==> config.mk <==
export PLATFORM = sky130hd
export DESIGN_NAME = status_array_nway_flat
export DESIGN_NICKNAME = d
export VERILOG_FILES = /design/src/rtl/status_array_nway_pkg.sv /design/src/rtl/status_array_nway_if.sv /design/src/rtl/status_array_nway_sweep_ctrl.sv /design/src/rtl/status_array_nway.sv /design/src/flat_wrapper.sv
export SDC_FILE = /design/constraint.sdc
export NUM_CORES = 1
export LEC_CHECK = 0
export ABC_AREA = 1
export BUFFER_PORTS_ARGS = -buffer_cell sky130_fd_sc_hd__buf_2
export CORE_MARGIN = 10
export CORE_UTILIZATION = 55
export DETAILED_ROUTE_END_ITERATION = 10
export PLACE_DENSITY = 0.75
export SKIP_CTS_REPAIR_TIMING = 1
export SLEW_MARGIN = 10
export SYNTH_ARGS = -nofsm -noshare
export SYNTH_HDL_FRONTEND = slang
export SYNTH_SLANG_ARGS = --single-unit
==> constraint.sdc <==
create_clock -name clk -period 2.8 [get_ports clk]
set_input_delay 0 -clock clk [delete_from_list [all_inputs] [get_ports clk]]
set_output_delay 0 -clock clk [all_outputs]
set_load 0.05 [all_outputs]
==> src/rtl/status_array_nway_pkg.sv <==
// Shared types and width helpers for the n-way instruction-cache status array.
package status_array_nway_pkg;

    typedef enum logic {
        ST_SWEEP = 1'b0,
        ST_READY = 1'b1
    } state_e;

    function automatic int clog2(input int n);
        int r;
        r = 0;
        while ((1 << r) < n) r++;
        return r;
    endfunction

    // A direct-mapped array still needs a 1-bit way/victim field.
    function automatic int way_width(input int ways);
        return (ways > 1) ? clog2(ways) : 1;
    endfunction

    function automatic int row_width(input int ways, input int blocks);
        return ways * blocks;
    endfunction

endpackage

==> src/rtl/status_array_nway_if.sv <==
// Read/write request and response bundle of the status array.
interface status_array_nway_if #(
    parameter int TAG_WIDTH       = 1,
    parameter int NUM_SETS        = 16,
    parameter int NUM_WAYS        = 2,
    parameter int BLOCKS_PER_LINE = 8
);
    import status_array_nway_pkg::*;

    localparam int ADDR_WIDTH = clog2(NUM_SETS);
    localparam int WAY_W      = way_width(NUM_WAYS);
    localparam int ROW_WIDTH  = row_width(NUM_WAYS, BLOCKS_PER_LINE);

    logic [TAG_WIDTH-1:0]       i_tag;
    logic [ADDR_WIDTH-1:0]      i_r_addr;
    logic                       i_r_valid;
    logic [ADDR_WIDTH-1:0]      i_w_addr;
    logic [WAY_W-1:0]           i_w_way;
    logic [BLOCKS_PER_LINE-1:0] i_w_data;
    logic [BLOCKS_PER_LINE-1:0] i_w_wmask;
    logic                       i_w_alloc;
    logic                       i_w_valid;
    logic [TAG_WIDTH-1:0]       o_tag;
    logic [ROW_WIDTH-1:0]       o_data;
    logic [WAY_W-1:0]           o_victim;
    logic                       o_valid;
    logic                       o_ready;
    logic                       o_busy;

    modport slave (
        input  i_tag, i_r_addr, i_r_valid,
        input  i_w_addr, i_w_way, i_w_data, i_w_wmask, i_w_alloc, i_w_valid,
        output o_tag, o_data, o_victim, o_valid, o_ready, o_busy
    );

    modport master (
        output i_tag, i_r_addr, i_r_valid,
        output i_w_addr, i_w_way, i_w_data, i_w_wmask, i_w_alloc, i_w_valid,
        input  o_tag, o_data, o_victim, o_valid, o_ready, o_busy
    );

endinterface

==> src/rtl/status_array_nway_sweep_ctrl.sv <==
// Sweep sequencer: walks every set once after reset or flush to clear it.
//   state    | meaning
//   ST_SWEEP | clearing set[r_cnt] each enabled cycle, requests refused
//   ST_READY | array initialised, reads and writes accepted
module status_sweep_ctrl
    import status_array_nway_pkg::*;
#(
    parameter int NUM_SETS   = 16,
    parameter int ADDR_WIDTH = clog2(NUM_SETS)
) (
    input  logic                  clk,
    input  logic                  arst_n,
    input  logic                  i_en,
    input  logic                  i_flush,
    output logic                  o_sweep_en,
    output logic [ADDR_WIDTH-1:0] o_sweep_addr,
    output logic                  o_ready
);

    localparam logic [ADDR_WIDTH-1:0] LAST_SET = ADDR_WIDTH'(NUM_SETS - 1);

    state_e                r_state;
    logic [ADDR_WIDTH-1:0] r_cnt;

    always_ff @(posedge clk or negedge arst_n) begin
        if (!arst_n) begin
            r_state <= ST_SWEEP;
            r_cnt   <= '0;
        end else if (i_en) begin
            case (r_state)
                ST_SWEEP: begin
                    if (i_flush) begin
                        r_cnt <= '0;
                    end else if (r_cnt == LAST_SET) begin
                        r_cnt   <= '0;
                        r_state <= ST_READY;
                    end else begin
                        r_cnt <= r_cnt + ADDR_WIDTH'(1);
                    end
                end
                ST_READY: begin
                    if (i_flush) begin
                        r_state <= ST_SWEEP;
                        r_cnt   <= '0;
                    end
                end
                default: begin
                    r_state <= ST_SWEEP;
                    r_cnt   <= '0;
                end
            endcase
        end
    end

    assign o_sweep_en   = (r_state == ST_SWEEP);
    assign o_sweep_addr = r_cnt;
    assign o_ready      = (r_state == ST_READY);

endmodule

==> src/rtl/status_array_nway.sv <==
// Set-associative valid-bit / round-robin victim store for the I-cache.
// Optional macro STATUS_ARRAY_RAW_BYPASS_EN forwards a same-set write into the read result.
module status_array_nway
    import status_array_nway_pkg::*;
#(
    parameter int TAG_WIDTH       = 1,
    parameter int NUM_SETS        = 16,
    parameter int NUM_WAYS        = 2,
    parameter int BLOCKS_PER_LINE = 8
) (
    input  logic                clk,
    input  logic                arst_n,
    input  logic                i_halt,
    input  logic                i_flush,
    status_array_nway_if.slave  bus
);

    localparam int ADDR_WIDTH = clog2(NUM_SETS);
    localparam int WAY_W      = way_width(NUM_WAYS);
    localparam int ROW_WIDTH  = row_width(NUM_WAYS, BLOCKS_PER_LINE);

    logic                  w_en;
    logic                  w_sweep_en;
    logic [ADDR_WIDTH-1:0] w_sweep_addr;
    logic                  w_fsm_ready;
    logic                  w_ready;
    logic                  w_rd_acc;
    logic                  w_wr_acc;
    logic [WAY_W-1:0]      w_way_eff;
    logic [WAY_W-1:0]      w_vic_next;
    logic [ROW_WIDTH-1:0]  w_row_new;
    logic [WAY_W-1:0]      w_vic_wr;
    logic [ROW_WIDTH-1:0]  w_rd_row;
    logic [WAY_W-1:0]      w_rd_vic;

    logic [ROW_WIDTH-1:0]  r_valid  [NUM_SETS];
    logic [WAY_W-1:0]      r_victim [NUM_SETS];
    logic [TAG_WIDTH-1:0]  r_o_tag;
    logic [ROW_WIDTH-1:0]  r_o_data;
    logic [WAY_W-1:0]      r_o_victim;
    logic                  r_o_valid;

    // Halt acts as a common clock enable: nothing below moves while it is high.
    assign w_en = ~i_halt;

    status_sweep_ctrl #(
        .NUM_SETS   (NUM_SETS),
        .ADDR_WIDTH (ADDR_WIDTH)
    ) u_sweep_ctrl (
        .clk          (clk),
        .arst_n       (arst_n),
        .i_en         (w_en),
        .i_flush      (i_flush),
        .o_sweep_en   (w_sweep_en),
        .o_sweep_addr (w_sweep_addr),
        .o_ready      (w_fsm_ready)
    );

    assign w_ready  = w_en & w_fsm_ready;
    assign w_rd_acc = bus.i_r_valid & w_ready;
    assign w_wr_acc = bus.i_w_valid & w_ready & ~i_flush;

    assign w_way_eff  = (NUM_WAYS == 1) ? '0 : bus.i_w_way;
    assign w_vic_next = (NUM_WAYS == 1) ? '0 : (w_way_eff + WAY_W'(1));

    always_comb begin
        w_row_new = r_valid[bus.i_w_addr];
        for (int w = 0; w < NUM_WAYS; w++) begin
            for (int b = 0; b < BLOCKS_PER_LINE; b++) begin
                if ((w_way_eff == WAY_W'(w)) && bus.i_w_wmask[b]) begin
                    w_row_new[w*BLOCKS_PER_LINE + b] = bus.i_w_data[b];
                end
            end
        end
    end

    assign w_vic_wr = bus.i_w_alloc ? w_vic_next : r_victim[bus.i_w_addr];

    always_ff @(posedge clk) begin
        if (w_en) begin
            if (w_sweep_en) begin
                r_valid[w_sweep_addr]  <= '0;
                r_victim[w_sweep_addr] <= '0;
            end else if (w_wr_acc) begin
                r_valid[bus.i_w_addr]  <= w_row_new;
                r_victim[bus.i_w_addr] <= w_vic_wr;
            end
        end
    end

    always_comb begin
        w_rd_row = r_valid[bus.i_r_addr];
        w_rd_vic = r_victim[bus.i_r_addr];
`ifdef STATUS_ARRAY_RAW_BYPASS_EN
        if (w_wr_acc && (bus.i_r_addr == bus.i_w_addr)) begin
            w_rd_row = w_row_new;
            w_rd_vic = w_vic_wr;
        end
`endif
    end

    // Response fields are zeroed whenever no read was accepted.
    always_ff @(posedge clk or negedge arst_n) begin
        if (!arst_n) begin
            r_o_valid  <= 1'b0;
            r_o_tag    <= '0;
            r_o_data   <= '0;
            r_o_victim <= '0;
        end else if (w_en) begin
            r_o_valid  <= w_rd_acc;
            r_o_tag    <= w_rd_acc ? bus.i_tag : '0;
            r_o_data   <= w_rd_acc ? w_rd_row  : '0;
            r_o_victim <= w_rd_acc ? w_rd_vic  : '0;
        end
    end

    assign bus.o_valid  = r_o_valid;
    assign bus.o_tag    = r_o_tag;
    assign bus.o_data   = r_o_data;
    assign bus.o_victim = r_o_victim;
    assign bus.o_ready  = w_ready;
    assign bus.o_busy   = w_sweep_en;

endmodule

==> src/flat_wrapper.sv <==
// flat-port wrapper written by rule: the top's interface ports become plain ports
module status_array_nway_flat import status_array_nway_pkg::*;
#(
    parameter int TAG_WIDTH       = 1,
    parameter int NUM_SETS        = 16,
    parameter int NUM_WAYS        = 2,
    parameter int BLOCKS_PER_LINE = 8
)
  (clk, arst_n, i_halt, i_flush, bus_i_tag, bus_i_r_addr, bus_i_r_valid, bus_i_w_addr, bus_i_w_way, bus_i_w_data, bus_i_w_wmask, bus_i_w_alloc, bus_i_w_valid, bus_o_tag, bus_o_data, bus_o_victim, bus_o_valid, bus_o_ready, bus_o_busy);
  status_array_nway_if #(.TAG_WIDTH(TAG_WIDTH), .NUM_SETS(NUM_SETS), .NUM_WAYS(NUM_WAYS), .BLOCKS_PER_LINE(BLOCKS_PER_LINE)) bus_i ();
  input  logic clk;
  input  logic arst_n;
  input  logic i_halt;
  input  logic i_flush;
  input wire logic [$bits(bus_i.i_tag)-1:0] bus_i_tag;
  input wire logic [$bits(bus_i.i_r_addr)-1:0] bus_i_r_addr;
  input wire logic [$bits(bus_i.i_r_valid)-1:0] bus_i_r_valid;
  input wire logic [$bits(bus_i.i_w_addr)-1:0] bus_i_w_addr;
  input wire logic [$bits(bus_i.i_w_way)-1:0] bus_i_w_way;
  input wire logic [$bits(bus_i.i_w_data)-1:0] bus_i_w_data;
  input wire logic [$bits(bus_i.i_w_wmask)-1:0] bus_i_w_wmask;
  input wire logic [$bits(bus_i.i_w_alloc)-1:0] bus_i_w_alloc;
  input wire logic [$bits(bus_i.i_w_valid)-1:0] bus_i_w_valid;
  output wire logic [$bits(bus_i.o_tag)-1:0] bus_o_tag;
  output wire logic [$bits(bus_i.o_data)-1:0] bus_o_data;
  output wire logic [$bits(bus_i.o_victim)-1:0] bus_o_victim;
  output wire logic [$bits(bus_i.o_valid)-1:0] bus_o_valid;
  output wire logic [$bits(bus_i.o_ready)-1:0] bus_o_ready;
  output wire logic [$bits(bus_i.o_busy)-1:0] bus_o_busy;
  assign bus_i.i_tag = bus_i_tag;
  assign bus_i.i_r_addr = bus_i_r_addr;
  assign bus_i.i_r_valid = bus_i_r_valid;
  assign bus_i.i_w_addr = bus_i_w_addr;
  assign bus_i.i_w_way = bus_i_w_way;
  assign bus_i.i_w_data = bus_i_w_data;
  assign bus_i.i_w_wmask = bus_i_w_wmask;
  assign bus_i.i_w_alloc = bus_i_w_alloc;
  assign bus_i.i_w_valid = bus_i_w_valid;
  assign bus_o_tag = bus_i.o_tag;
  assign bus_o_data = bus_i.o_data;
  assign bus_o_victim = bus_i.o_victim;
  assign bus_o_valid = bus_i.o_valid;
  assign bus_o_ready = bus_i.o_ready;
  assign bus_o_busy = bus_i.o_busy;
  status_array_nway #(.TAG_WIDTH(TAG_WIDTH), .NUM_SETS(NUM_SETS), .NUM_WAYS(NUM_WAYS), .BLOCKS_PER_LINE(BLOCKS_PER_LINE)) u_core (.clk(clk), .arst_n(arst_n), .i_halt(i_halt), .i_flush(i_flush), .bus(bus_i));
endmodule
After elaboration in Yosys (flattened, before gate mapping)
Memories as Yosys holds them, arrays and structs flattened.
Index checks and enable logic that the tools add are counted.
{"block": "word_totals", "elab_cells": 114, "output_inout_bits": 21, "inputBits": 33, "ff_bits": 24, "ramBits": 272, "n_memories": 2}
{"block": "classes", "eq_ne": 19, "n_reduce_logical": 36, "bitwise_logic": 8, "add_sub_neg": 2, "n_mux": 41}
{"memory": "u_core.r_valid", "depth": 16, "width": 16, "read_ports": 1, "rd_ports_with_merged_regs": 0, "write_ports": 1, "line_no": "status_array_nway.sv:36", "rtl": "logic [ROW_WIDTH-1:0] r_valid [NUM_SETS];"}
{"memory": "u_core.r_victim", "depth": 16, "width": 1, "read_ports": 1, "rd_ports_with_merged_regs": 0, "write_ports": 1, "line_no": "status_array_nway.sv:37", "rtl": "logic [WAY_W-1:0] r_victim [NUM_SETS];"}
{"cell": "$mux W16", "count": 3}
{"cell": "$reduce_and A2 Y1", "count": 18}
{"cell": "$mux W1", "count": 31}
{"cell": "$mux W4", "count": 5}
{"cell": "$ne A1 B1 Y1 const B", "count": 17}
{"cell": "$logic_and A1 B1 Y1", "count": 16}
{"cell": "$reduce_or A16 Y1", "count": 1}
{"cell": "$pmux W4 S2", "count": 1}
{"cell": "$add A4 B1 Y4 const B", "count": 1}
{"cell": "$and A1 B1 Y1", "count": 4}
{"cell": "$eq A4 B4 Y1 const B", "count": 1}
{"cell": "$not A1 Y1", "count": 4}
{"cell": "$ne A2 B2 Y1 const B", "count": 1}
{"cell": "$pmux W1 S2", "count": 1}
{"cell": "$add A1 B1 Y1 const B", "count": 1}
{"cell": "$reduce_or A1 Y1", "count": 1}

Depth between registers and ports, before layout
{"block": "depth", "word_depth": 11, "depth_mapped": 14}

By module
A second synthesis with hierarchy kept.
{"block": "unflattened", "hier_cells": 1377, "area_unflattened_um2": 13992.2}
{"mod": "status_array_nway", "cells_each": 1338, "area_each_um2": 13696.9, "instances": 1}
{"mod": "status_sweep_ctrl", "cells_each": 39, "area_each_um2": 295.3, "instances": 1}

Worst setup path after synthesis
Ideal clock, no wire load.
{"block": "synth_path", "kind": "reg2reg", "startpoint": "register u_core.u_sweep_ctrl.r_state, in the netlist u_core.u_sweep_ctrl.o_ready", "endpoint": "memory u_core.r_valid[0][0] in the netlist's numbering, data pin", "arrival_time_ns": 2.027, "synth_period_minus_slack_ns": 2.378, "path_slack_ns": 0.422, "stages_incl_launch_ff": 10, "path_cell_list": "dfrtp_1 -> nand2_2 -> nor2_2 -> buf_6 -> o21ai_1 -> nand2_1 -> nor2_4 -> nand2_4 -> inv_1 -> nor2_1"}
{"block": "synth_via", "elab_chain_len": 10, "word_cells_on_any_way": 25, "classes_between": "mux: 5; bitwise: 3; reduce/logical: 17"}
{"item": "start, declared", "line_no": "status_array_nway_sweep_ctrl.sv:22", "rtl": "state_e r_state;"}
{"item": "start signal, assigned", "line_no": "status_array_nway_sweep_ctrl.sv:27", "rtl": "r_state <= ST_SWEEP;"}
{"item": "start signal, assigned", "line_no": "status_array_nway_sweep_ctrl.sv:36", "rtl": "r_state <= ST_READY;"}
{"item": "start signal, assigned", "line_no": "status_array_nway_sweep_ctrl.sv:43", "rtl": "r_state <= ST_SWEEP;"}
{"item": "$and A1 B1 Y1", "line_no": "status_array_nway.sv:59", "rtl": "assign w_ready = w_en & w_fsm_ready;"}
{"item": "$and A1 B1 Y1 (2 in a row)", "line_no": "status_array_nway.sv:61", "rtl": "assign w_wr_acc = bus.i_w_valid & w_ready & ~i_flush;"}
{"item": "$mux W1", "line_no": "status_array_nway.sv:84", "rtl": "end else if (w_wr_acc) begin"}
{"item": "$mux W1 (*)", "line_no": "status_array_nway.sv:81", "rtl": "if (w_sweep_en) begin"}
{"item": "$mux W1 (*)", "line_no": "status_array_nway.sv:80", "rtl": "if (w_en) begin"}
{"item": "$mux W1 (not written as such) (*)", "line_no": "status_array_nway.sv:85", "rtl": "r_valid[bus.i_w_addr] <= w_row_new;"}
{"item": "$reduce_and A2 Y1 (no line)"}
{"item": "$reduce_or A16 Y1 (no line) (*)"}
{"item": "$mux W16 (no line) (*)"}
{"item": "end, declared", "line_no": "status_array_nway.sv:36"}
Every way passes the cells marked *; elsewhere a longest branch is shown, timed or not.

Worst setup path in the final report
{"block": "layout_path", "startpoint": "register u_core.u_sweep_ctrl.r_state, in the netlist u_core.u_sweep_ctrl.o_ready", "endpoint": "memory u_core.r_valid[6][4] in the netlist's numbering, enable pin"}
{"block": "layout_via", "elab_chain_len": 10, "word_cells_on_any_way": 29, "classes_between": "mux: 9; bitwise: 3; reduce/logical: 17"}
{"item": "$and A1 B1 Y1", "line_no": "status_array_nway.sv:59"}
{"item": "$and A1 B1 Y1 (2 in a row)", "line_no": "status_array_nway.sv:61"}
{"item": "$mux W1", "line_no": "status_array_nway.sv:84"}
{"item": "$mux W1", "line_no": "status_array_nway.sv:81"}
{"item": "$mux W1", "line_no": "status_array_nway.sv:80"}
{"item": "$mux W1 (not written as such)", "line_no": "status_array_nway.sv:85"}
{"item": "$reduce_and A2 Y1 (no line)"}
{"item": "$reduce_or A16 Y1 (no line)"}
{"item": "$mux W4 (no line) / $mux W16 (equally long branches)"}
Parallel ways exist; a longest one is shown, timed or not.

==> impl_metrics.yaml <==
power:
  switchingPower_uw: 2250
  clock_power_share_pct: 40.5
  power_per_cell_area_mw_per_mm2: 616
  total_leakage_power_uw: 0.00588
  combPwrFrac_pct: 8.3
  max-vdd-ir-drop_mv: 0.469
  power_report.internal_total_uw: 7250
  seq_power_share_pct: 51.3
  sw_frac_of_total_pct: 23.7
timing:
  fin_skew_ns: 0.0251
  timing.final.setup_violations: 0
  min_period_ns: 2.46
  report.final.slew_viol_count: 0
  fin_ws_ns: 0.339
  slew_headroom_pct: 46.6
  worstMarginPinSlew_ns: 0.801
  rsz0062_at_grt: "false"
  hold_violations: 1
  final.setup.tns_ns: 0
  period_utilization_pct: 87.9
  whs_ns: -0.00647
  fmax_achieved_ghz: 0.406
routing:
  totalWireLength_mm: 33.7
  post_drt_wl_per_cell_um: 19.4
  ant_nets: 0
  routed-via-count: 10100
  drc_errors: 0
  viasPerCell: 5.79
  drt-pass1-iter-count: 5
  detailedRoute.firstIterationViolations: 970
place:
  gpl_congestion: 0.860
  preCtsSetupSlack_ns: 0.247
  hpwl_mm: 20.3
  port_buf_inserts: 53
global_route:
  grt_antenna_before_repair: 0
  grt_pass1_vias: 9767
  groute.usage.overall_pct: 20.2
  wire_length_of_the_first_global_routing_pass_mm: 53.1
  grt_start_max_net_pins: 137
  global_route.overflow_total: 0
worst_setup_path:
  worst-path-max-fanout: 16
  worst-setup-path-type: "flop to flop"
  end_kind: "flop"
  crit_path_max_incr_delay_ns: 0.43
  required_ns: 3.05
  start_kind: "flop"
  path_cells: "nand2_2 > nor2_4 > o21ai_0 > nand2_1 > nor2_4 > nand2_4 > nand2_2 > nand2_2 > nor2_4 > nand2_4 > nor2_1"
  arrival_ns: 2.71
  crit_path_max_delay_cell_type: "dfrtp_1"
synthesis:
  yosysTopAreaCellShare_pct: 58.4
  synthAdderAreaFrac_pct: 0.0895
  synth_fp_nets: 1393
  synth_top_cells_by_area: "edfxtp_1 58%, nor2_1 8.6%, o21ai_0 6.3%, nor2_2 5.0%, dfrtp_1 4.3%"
  ffs_latches_synth: 296
  asr_flop_ratio_synth_pct: 8.11
  synth.lib_cells_used.distinct: 25
  synth.yosys.seq_area_share_pct: 62.7
  synth_compound_area_share_pct: 10.3
  synthesized_area_mm2: 0.0140
  synth.area.mux_share_pct: 0
  synth-edff-count: 272
  synth_area_per_cell_um2: 10.3
  yosys.area.top_type: "edfxtp_1"
  yosys.area_share.xor_xnor_pct: 0.125
  largest_family_of_logic_cells_by_synthesized_area: "simple AND/OR/NAND/NOR gates"
  yosysWarningCount: 0
  ys_dominant_reg_cell: "edfxtp_1"
  synth_top_cells_by_count: "319 x nor2_1, 272 x edfxtp_1, 176 x o21ai_0, 139 x nand2_1, 112 x nor2_2"
  synthCells: 1359
  post_synthesis_simple_gate_area_fraction_pct: 21.4
  post-synth-top-count-cell: "nor2_1"
die:
  io_pins: 54
  row_count: 58
  fp.coreArea_mm2: 0.0251
  initial_utilization_pct: 55.7
  fp.dieH_um: 179
  chipWidth_um: 179
  fp.dieArea_mm2: 0.0322
job:
  cap_violations: 0
run_status:
  violated_checks: "negative hold slack"
  outcome: "finished, violations left"
clock_tree:
  cts_tree: "built"
  cts.sinks: 296
  cts.reportedPaths.clkPinSlew_ns: 0.06
  cts_inserted_buffers: 30
  clock_tree.buffer_depth: 3
  ctsHtreeMaxLevel: 1
  cts_root_buf: "clkbuf_16"
  insertion_delay_ns: 0.56
finish:
  post_route_cells_drive_above_1_share_pct: 19.9
  ant_cells: 0
  design.final.nets: 1417
  area_growth_syn_to_layout_pct: 10.4
hold_path:
  min_path_type: "input pin to flop"
[state kept, by name, summed over array words and instances (netlist names)]
signal / count
u_core.u_sweep_ctrl.o_ready: 1
u_core.bus.o_data: 16
u_core.bus.o_victim: 1
u_core.bus.o_tag: 1
u_core.r_victim: 16
u_core.r_valid: 256
u_core.bus.o_valid: 1
u_core.u_sweep_ctrl.o_sweep_addr: 4
[power by group through the flow]
stage,Sequential (uW),Clock (uW),Combinational (uW)
6_report,4870,3850,787
4_1_cts,4870,3890,779
3_5_place_dp,4970,0,775
5_1_grt,4880,4060,866
3_3_place_gp,4960,0,758
2_1_floorplan,4960,0,560
[kinds of logic (layout without fill, tap and decap cells)]
logic type,count (synthesis),count (layout)
AND/OR/NAND/NOR,645,645
flip-flops,296,296
AO/OA/AOI/OAI,254,254
buffers and inverters,161,209
XOR/XNOR,2,2
adder cells (fa/ha/maj),1,1
[layer usage]
metal  track usage [%]  up-vias  wire length [um]
li1                  -     4668                 -
met3              2.83       67              2520
met2              34.1      410             16600
met4              5.95        0               886
met5                 0        -                 0
met1              26.5     4918             13700
[through the flow]
stage          utilization, %  cells  hold WS [ns]  power, uW  area [um^2]
2_1_floorplan               -   1359        -0.296       5520        14000
3_3_place_gp             57.3   1673        0.0548       5720        14400
3_5_place_dp             57.3   1673        0.0646       5740        14400
4_1_cts                  61.1   1729        -0.525       9540        15300
5_1_grt                  61.4   1737       0.00275       9800        15400
6_report                 61.4   1737      -0.00647       9510        15400
[cell type report]
class | count | area (um^2)
fill | 2071 | 9680
clock buffer | 43 | 850
timing repair buffer | 85 | 578
inverter | 68 | 256
clock inverter | 13 | 104
sequential | 296 | 8770
tap | 330 | 413
multi-input combinational | 902 | 4460
[critical path, delay by kind of cell (launching register included)]
kind / cells / cell delay, ns
AND/OR/NAND/NOR: 10 / 1.63
flip-flops: 1 / 0.43
AO/OA/AOI/OAI: 1 / 0.09
[worst paths after layout]
kind,endpoint,start,slack [ns],cells past startpoint
setup / recovery,u_core.r_valid[6][4]$_DFFE_PP_,u_core.u_sweep_ctrl.o_ready$_DFFE_PN0N_,0.34,11
hold / removal,u_core.bus.o_data[10]$_DFFE_PN0N_,bus_i_r_addr[3],-0.006,4
setup reg to reg,u_core.r_valid[6][4]$_DFFE_PP_,u_core.u_sweep_ctrl.o_ready$_DFFE_PN0N_,0.34,11
hold reg to reg,u_core.bus.o_data[7]$_DFFE_PN0N_,u_core.bus.o_data[7]$_DFFE_PN0N_,0.47,2
max in group asynchronous,u_core.bus.o_victim$_DFFE_PN0N_,arst_n,2.32,2
min in group asynchronous,u_core.bus.o_data[12]$_DFFE_PN0N_,arst_n,0.03,2
[cells in the final DEF, fill, tap and decap left out, types with 3 or more instances in the layout]
cell type	count
nor2_2	111
buf_2	52
nor2_4	12
clkbuf_1	8
dfrtp_1	24
nor2_1	319
buf_12	4
inv_1	63
nand3_1	34
clkinv_2	11
clkinv_1	3
a21oi_1	3
edfxtp_1	272
clkbuf_8	5
o22ai_1	39
nand2_2	13
dlygate4sd3_1	8
o21ai_0	176
nand2_4	17
clkbuf_16	30
o21ai_1	5
nand2_1	139
o221ai_1	30
buf_4	21
(Power assumes the default switching activity.)
